`src/rtl/mfcc_frame_sched.sv`:
```
// MFCC frame scheduler: counts audio samples into overlapping frames and
// walks each frame through the window/periodogram/mel/log/dct stages.
module mfcc_frame_sched #(
    parameter int FRAME_LEN  = 256,
    parameter int HOP_LEN    = 128,
    parameter int NUM_STAGES = 5
) (
    input  logic                  clk,
    input  logic                  rst,
    input  logic                  enable,
    input  logic                  sample_valid,
    output logic [NUM_STAGES-1:0] stage_start,
    input  logic [NUM_STAGES-1:0] stage_done,
    output logic                  busy,
    output logic                  mfcc_valid,
    output logic [15:0]           frame_count,
    output logic                  overrun
);

    localparam logic [15:0] FRAME_THR = 16'(FRAME_LEN);
    localparam logic [15:0] HOP_THR   = 16'(HOP_LEN);

    typedef enum logic [2:0] {
        ST_IDLE = 3'd0,
        ST_S0   = 3'd1,
        ST_S1   = 3'd2,
        ST_S2   = 3'd3,
        ST_S3   = 3'd4,
        ST_S4   = 3'd5,
        ST_DONE = 3'd6
    } state_t;

    state_t                  state_r;
    state_t                  next_state_s;
    logic [15:0]             count_r;
    logic [15:0]             threshold_s;
    logic                    primed_r;
    logic                    count_en_s;
    logic                    frame_event_s;
    logic                    pending_r;
    logic                    pending_next_s;
    logic                    consume_s;
    logic                    direct_s;
    logic                    drop_s;
    logic                    overrun_r;
    logic                    busy_r;
    logic                    mfcc_valid_r;
    logic [15:0]             frame_count_r;
    logic [NUM_STAGES-1:0]   stage_start_r;
    logic [NUM_STAGES-1:0]   start_next_s;

    // Sample-counter decode: active threshold and frame-event detection.
    always_comb begin
        count_en_s = sample_valid & enable;
        if (primed_r) begin
            threshold_s = HOP_THR;
        end else begin
            threshold_s = FRAME_THR;
        end
        frame_event_s = count_en_s & ((count_r + 16'd1) == threshold_s);
    end

    // Sample counter and primed flag; the counter restarts on every frame event.
    always_ff @(posedge clk) begin
        if (rst) begin
            count_r  <= 16'd0;
            primed_r <= 1'b0;
        end else if (frame_event_s) begin
            count_r  <= 16'd0;
            primed_r <= 1'b1;
        end else if (count_en_s) begin
            count_r  <= count_r + 16'd1;
        end else begin
            count_r  <= count_r;
            primed_r <= primed_r;
        end
    end

    // Next-state decode; a stage start is issued only on entry into its state.
    always_comb begin
        next_state_s = state_r;
        start_next_s = 5'b00000;
        case (state_r)
            ST_IDLE: begin
                if (enable && (frame_event_s || pending_r)) begin
                    next_state_s = ST_S0;
                    start_next_s = 5'b00001;
                end else begin
                    next_state_s = ST_IDLE;
                end
            end
            ST_S0: begin
                if (stage_done[0]) begin
                    next_state_s = ST_S1;
                    start_next_s = 5'b00010;
                end else begin
                    next_state_s = ST_S0;
                end
            end
            ST_S1: begin
                if (stage_done[1]) begin
                    next_state_s = ST_S2;
                    start_next_s = 5'b00100;
                end else begin
                    next_state_s = ST_S1;
                end
            end
            ST_S2: begin
                if (stage_done[2]) begin
                    next_state_s = ST_S3;
                    start_next_s = 5'b01000;
                end else begin
                    next_state_s = ST_S2;
                end
            end
            ST_S3: begin
                if (stage_done[3]) begin
                    next_state_s = ST_S4;
                    start_next_s = 5'b10000;
                end else begin
                    next_state_s = ST_S3;
                end
            end
            ST_S4: begin
                if (stage_done[4]) begin
                    next_state_s = ST_DONE;
                end else begin
                    next_state_s = ST_S4;
                end
            end
            ST_DONE: begin
                if (pending_r && enable) begin
                    next_state_s = ST_S0;
                    start_next_s = 5'b00001;
                end else begin
                    next_state_s = ST_IDLE;
                end
            end
            default: begin
                next_state_s = ST_IDLE;
                start_next_s = 5'b00000;
            end
        endcase
    end

    // One-deep event queue: an event is taken directly only by an idle, empty
    // scheduler; a full slot that is not being drained this cycle loses it.
    always_comb begin
        consume_s      = pending_r & enable & ((state_r == ST_IDLE) | (state_r == ST_DONE));
        direct_s       = frame_event_s & (state_r == ST_IDLE) & ~pending_r;
        pending_next_s = pending_r;
        drop_s         = 1'b0;
        if (frame_event_s) begin
            if (direct_s) begin
                pending_next_s = 1'b0;
            end else begin
                pending_next_s = 1'b1;
                drop_s         = pending_r & ~consume_s;
            end
        end else if (consume_s) begin
            pending_next_s = 1'b0;
        end else begin
            pending_next_s = pending_r;
        end
    end

    // State register and registered FSM outputs, all decoded from the next state.
    always_ff @(posedge clk) begin
        if (rst) begin
            state_r       <= ST_IDLE;
            stage_start_r <= 5'b00000;
            busy_r        <= 1'b0;
            mfcc_valid_r  <= 1'b0;
            frame_count_r <= 16'd0;
        end else begin
            state_r       <= next_state_s;
            stage_start_r <= start_next_s;
            busy_r        <= (next_state_s != ST_IDLE);
            mfcc_valid_r  <= (next_state_s == ST_DONE);
            if (next_state_s == ST_DONE) begin
                frame_count_r <= frame_count_r + 16'd1;
            end else begin
                frame_count_r <= frame_count_r;
            end
        end
    end

    // Pending slot and sticky overrun flag.
    always_ff @(posedge clk) begin
        if (rst) begin
            pending_r <= 1'b0;
            overrun_r <= 1'b0;
        end else begin
            pending_r <= pending_next_s;
            overrun_r <= overrun_r | drop_s;
        end
    end

    assign stage_start = stage_start_r;
    assign busy        = busy_r;
    assign mfcc_valid  = mfcc_valid_r;
    assign frame_count = frame_count_r;
    assign overrun     = overrun_r;

endmodule

```
`config.mk`:
```
export PLATFORM = sky130hd
export DESIGN_NAME = mfcc_frame_sched
export DESIGN_NICKNAME = d
export VERILOG_FILES = /design/src/rtl/mfcc_frame_sched.sv
export SDC_FILE = /design/constraint.sdc
export NUM_CORES = 1
export LEC_CHECK = 0
export BUFFER_PORTS_ARGS = -buffer_cell sky130_fd_sc_hd__buf_2
export CAP_MARGIN = 20
export CORE_UTILIZATION = 50
export CTS_CLUSTER_DIAMETER = 150
export DETAILED_ROUTE_END_ITERATION = 12
export PLACE_DENSITY = 0.69
export SYNTH_ARGS = -nofsm -noshare
export SYNTH_HDL_FRONTEND = slang
export SYNTH_SLANG_ARGS = --single-unit
```
`constraint.sdc`:
```
create_clock -name clk -period 3.63 [get_ports clk]
set_clock_uncertainty 0.2 [all_clocks]
set_input_delay 0.1815 -clock clk [delete_from_list [all_inputs] [get_ports clk]]
set_output_delay 0.1815 -clock clk [all_outputs]
set_load 0.05 [all_outputs]
```
# After elaboration in Yosys (flattened, before gate mapping)
# Index checks and enable logic that the tools add are counted.
dict set report totals {
  regBits 45
  wordCells 58
  inputBits 9
}
dict set report classes {
  add_sub_neg 2
  bitwise_logic 11
  eq_ne 8
  reduce_logical 7
  mux 21
}
# op count
set op_table {}
lappend op_table {{16-bit by 1-bit adder with 16-bit output, second input constant} 2}
lappend op_table {{5-bit case mux with 6 select lines} 1}
lappend op_table {{3-bit case mux with 7 select lines} 1}
lappend op_table {{16-bit equality test} 1}
lappend op_table {{3-bit equality test, second input constant} 4}
lappend op_table {{1-bit two-way mux} 11}
lappend op_table {{9-bit two-way mux} 1}
lappend op_table {{1-bit bitwise AND} 7}
lappend op_table {{3-bit by 2-bit equality test with 1-bit output, second input constant} 2}
lappend op_table {{2-bit two-way mux} 3}
lappend op_table {{3-bit two-way mux} 2}
lappend op_table {{5-bit two-way mux} 1}
lappend op_table {{4-bit two-way mux} 1}
lappend op_table {{3-bit by 1-bit equality test with 1-bit output, second input constant} 1}
lappend op_table {{3-bit zero test} 1}
lappend op_table {{3-bit nonzero test} 1}
lappend op_table {{1-bit logical AND} 2}
lappend op_table {{1-bit NOT} 2}
lappend op_table {{1-bit bitwise OR} 2}
lappend op_table {{2-bit nonzero test} 1}
lappend op_table {{2-bit OR reduction} 1}
lappend op_table {{1-bit logical OR} 1}

# Logic depth before layout (Yosys ltp)
dict set report depth {
  word_depth 8
  depth_mapped 9
}

# Worst setup path before layout
# No wires, ideal clock.
dict set report synth_timing {
  kind {register to register}
  startpoint {register count_r[1]}
  endpoint {register count_r[15]}
  path_buffers 2
  path_slack_ps 921
  t_arrival_ps 2394
  stages_incl_launch_ff 10
  setup_time_ps 115
  path_cell_list {dfxtp_1 -> ha_1 -> buf_4 -> xnor2_1 -> or3_1 -> a211o_1 -> a211o_1 -> o41ai_4 -> buf_6 -> nor2_1}
}
dict set report synth_between {
  elab_chain_len 4
}
# element line_no
set synth_rtl {}
lappend synth_rtl {{start: declaration} 35} ;# logic [15:0] count_r;
lappend synth_rtl {{start signal: assignment} 72} ;# count_r <= count_r + 16'd1;
lappend synth_rtl {{start signal: assignment} 74} ;# count_r <= count_r;
lappend synth_rtl {{16-bit by 1-bit adder with 16-bit output (*)} {60, 72}}
lappend synth_rtl {{16-bit equality test} 60} ;# frame_event_s = count_en_s & ((count_r + 16'd1) == threshold_s);
lappend synth_rtl {{1-bit bitwise AND} 60}
lappend synth_rtl {{2-bit OR reduction (no line)} --}
# Every way passes the cells marked *; elsewhere a longest branch is shown, timed or not.
# A chain may end at the register's enable or synchronous reset.

# Final worst setup path
dict set report layout_timing {
  startpoint {register count_r[0]}
  endpoint {register count_r[6]}
}
# The elaborated chain is that of the path after synthesis.

==> flow_metrics.env <==
export IMPL_tns_ps=0
export IMPL_status="finished clean"
export IMPL_max_freq_mhz=323
export IMPL_rr_worst_depth=8
export IMPL_holdPathStages=4
export IMPL_cp_end_kind="flop"
export IMPL_yosysWarningCount=0
export IMPL_die_h_um=69.9
export IMPL_cap_violations=0
export IMPL_vdd_drop_max_mv=0.320
export IMPL_path_depth=8
export IMPL_cts_tree="built"
export IMPL_worstPathMaxFanout=9
export IMPL_leakagePower_nw=0.956
export IMPL_route_vias_total=1983
export IMPL_synth_cells=283
export IMPL_nNetsFinal=319
export IMPL_worstPathCellList="ha_1 > xnor2_1 > or3_1 > a211o_1 > a211o_1 > o41ai_4 > buf_4 > nor2_1"
export IMPL_layout_drive_gt1_share_pct=14.0
export IMPL_synth_edf_count=0
export IMPL_worstHoldStart="sample_valid"
export IMPL_async_flop_share_pct=0
export IMPL_dp_hpwl_um=3330
export IMPL_crit_top_cell="a211o_1"
export IMPL_grt_max_degree=30
export IMPL_antenna_found_initial=0
export IMPL_routedWlPerCell_um=12.9
export IMPL_synth_area_um2=2310
export IMPL_rsz0062_at_grt="false"
export IMPL_crit_start="count_r[0]"
export IMPL_root_buffer="clkbuf_8"
export IMPL_r2r_start="count_r[0]"
export IMPL_ys_types=41
export IMPL_worstSkewPairLatency_ps=300
export IMPL_hold_viol=0
export IMPL_cts_path_max_buffers=2
export IMPL_routed_wl_um=4630
export IMPL_htree_levels=2
export IMPL_slew_viol_final=0
export IMPL_dieArea_um2=4890
export IMPL_start_util_pct=52.6
export IMPL_layout_common_cells="dfxtp_1 (45), nor2_1 (42), buf_2 (32)"
export IMPL_synth_nets=295
export IMPL_layout_commonest_cell="dfxtp_1"
export IMPL_power_density_nw_per_um2=348
export IMPL_fin_hold_ws_ps=69.6
export IMPL_clkTransAtPathRegs_ps=80
export IMPL_crit_buf_inv=1
export IMPL_synth_ff_latch_count=45
export IMPL_io_buffers=32
export IMPL_tightest_slew_ps=536
export IMPL_dr_pass1_iters=4
export IMPL_grt_use_total_pct=19.8
export IMPL_syn_avg_cell_area_um2=8.15
export IMPL_synth_area_leader_cell="dfxtp_1"
export IMPL_period_share_pct=85.4
export IMPL_slew_headroom_pct=63.9
export IMPL_drt_iter0_drc=168
export IMPL_syn2layout_area_growth_pct=12.5
export IMPL_finalSetupViolCount=0
export IMPL_crit_type="flop to flop"
export IMPL_drcViolationCount=0
export IMPL_synthTopCellsByArea="dfxtp_1 (39%), nor2_1 (6.8%), xnor2_1 (6.5%)"
export IMPL_vias_per_cell=5.51
export IMPL_ys_flop_type="dfxtp_1"
export IMPL_worstPathArrival_ps=3080
export IMPL_postCtsSetupBuffers=0
export IMPL_grt_pass1_vias=1749
export IMPL_coreArea_um2=4380
export IMPL_start_kind="flop"
export IMPL_synth_top_area_share_pct=39.0
export IMPL_critical_path_max_stage_delay_ps=580
export IMPL_clock_sinks=45
export IMPL_io_pins=33
export IMPL_cts_resized=0
export IMPL_required_ps=3610
export IMPL_gp_congestion=0.820
export IMPL_numCtsBuffers=5
export IMPL_fin_crit_ps=3100
export IMPL_yosysSeqAreaShare_pct=39.0
export IMPL_rows=24
export IMPL_antenna_cells=0
export IMPL_die_w_um=69.9
export IMPL_overflow=0
export IMPL_cp_slowest_cell="o41ai_4"
export IMPL_crit_family="compound AO/OA/AOI/OAI gates"
export IMPL_grt_pass1_wl_um=7920
export IMPL_hold_path_class="input port to flop"
export IMPL_ant_nets=0
[registers in the layout, summed over array words and instances (netlist names)]
name and flops:
busy 1, count_r 16, frame_count 16, mfcc_valid 1
overrun 1, pending_r 1, primed_r 1, stage_start 5
state_r 3
[per-stage QoR]
step,util (%),total power [mW],cell area [µm²],setup slack [ps],instances
2_1_floorplan,-,0.525,2310,921,283
3_5_place_dp,55.7,0.533,2440,570,348
4_1_cts,59.2,0.912,2590,552,360
3_3_place_gp,55.7,0.533,2440,637,348
5_1_grt,59.2,0.936,2590,366,360
6_report,59.2,0.902,2590,529,360
[per-layer routing]
metal  track usage [%]  vias up  wire length [µm]
met2              30.4       41              2070
met5                 0        -                 0
met3              3.75        4               198
met1              27.7      913              2320
li1                  -     1025                 -
met4              6.67        0                40
[kinds of logic (layout without fill, tap and decap cells)]
logic type | after synthesis | in the layout | share of synthesized area [%]
xor+xnor | 34 | 34 | 12.9
simple gates | 134 | 134 | 28.9
buf+inv | 28 | 53 | 5.48
flops | 45 | 45 | 39.0
mux | 1 | 1 | 0.434
fa+ha+maj | 3 | 3 | 1.63
compound gates | 38 | 38 | 11.6
[synthesized netlist by cell type (4+ instances only)]
| master | number |
|---|---|
| or3_1 | 6 |
| nand4_1 | 12 |
| nor2_1 | 42 |
| nand2b_1 | 4 |
| and2_1 | 5 |
| nand3_1 | 15 |
| dfxtp_1 | 45 |
| clkbuf_1 | 12 |
| a31oi_1 | 4 |
| xnor2_1 | 17 |
| a21oi_1 | 15 |
| nor3_1 | 12 |
| xor2_1 | 17 |
| and4_1 | 4 |
| nand2_1 | 22 |
| inv_1 | 8 |
[layout make-up]
type / instances / area, µm²
clock buffers: 6 / 72.6
flip-flops and latches: 45 / 901
well taps: 52 / 65.1
clock inverters: 2 / 38.8
inverters: 8 / 30.0
multi-input cells: 210 / 1280
repair buffers: 37 / 208
fillers: 415 / 1790
[repair_timing]
item / in CTS / in global routing
hold endpoints to repair: 4 / 0
hold buffers: 4 / 0
setup endpoints to repair: 0 / 0
[power breakdown]
group	total, mW	internal (mW)	switching (mW)
Sequential	0.498	0.495	0.00331
Combinational	0.0272	0.0112	0.0160
Clock	0.377	0.207	0.170
[worst reg2reg max path, delay by kind of cell (launching register included)]
| family | cells | cell delay (ps) |
|---|---|---|
| AND/OR/NAND/NOR | 2 | 360 |
| buffers and inverters | 1 | 270 |
| AO/OA/AOI/OAI | 3 | 1180 |
| flip-flops | 1 | 500 |
| XOR/XNOR | 1 | 90 |
| adder cells (fa/ha/maj) | 1 | 390 |
[path summary, 6_finish.rpt]
check / to / slack (ps)
worst min register to register: overrun / 260
worst max register to register: count_r[6] / 530
worst max-delay path: count_r[6] / 530
worst min-delay path: count_r[1] / 70
No activity file was read; power rests on OpenSTA's default activity.
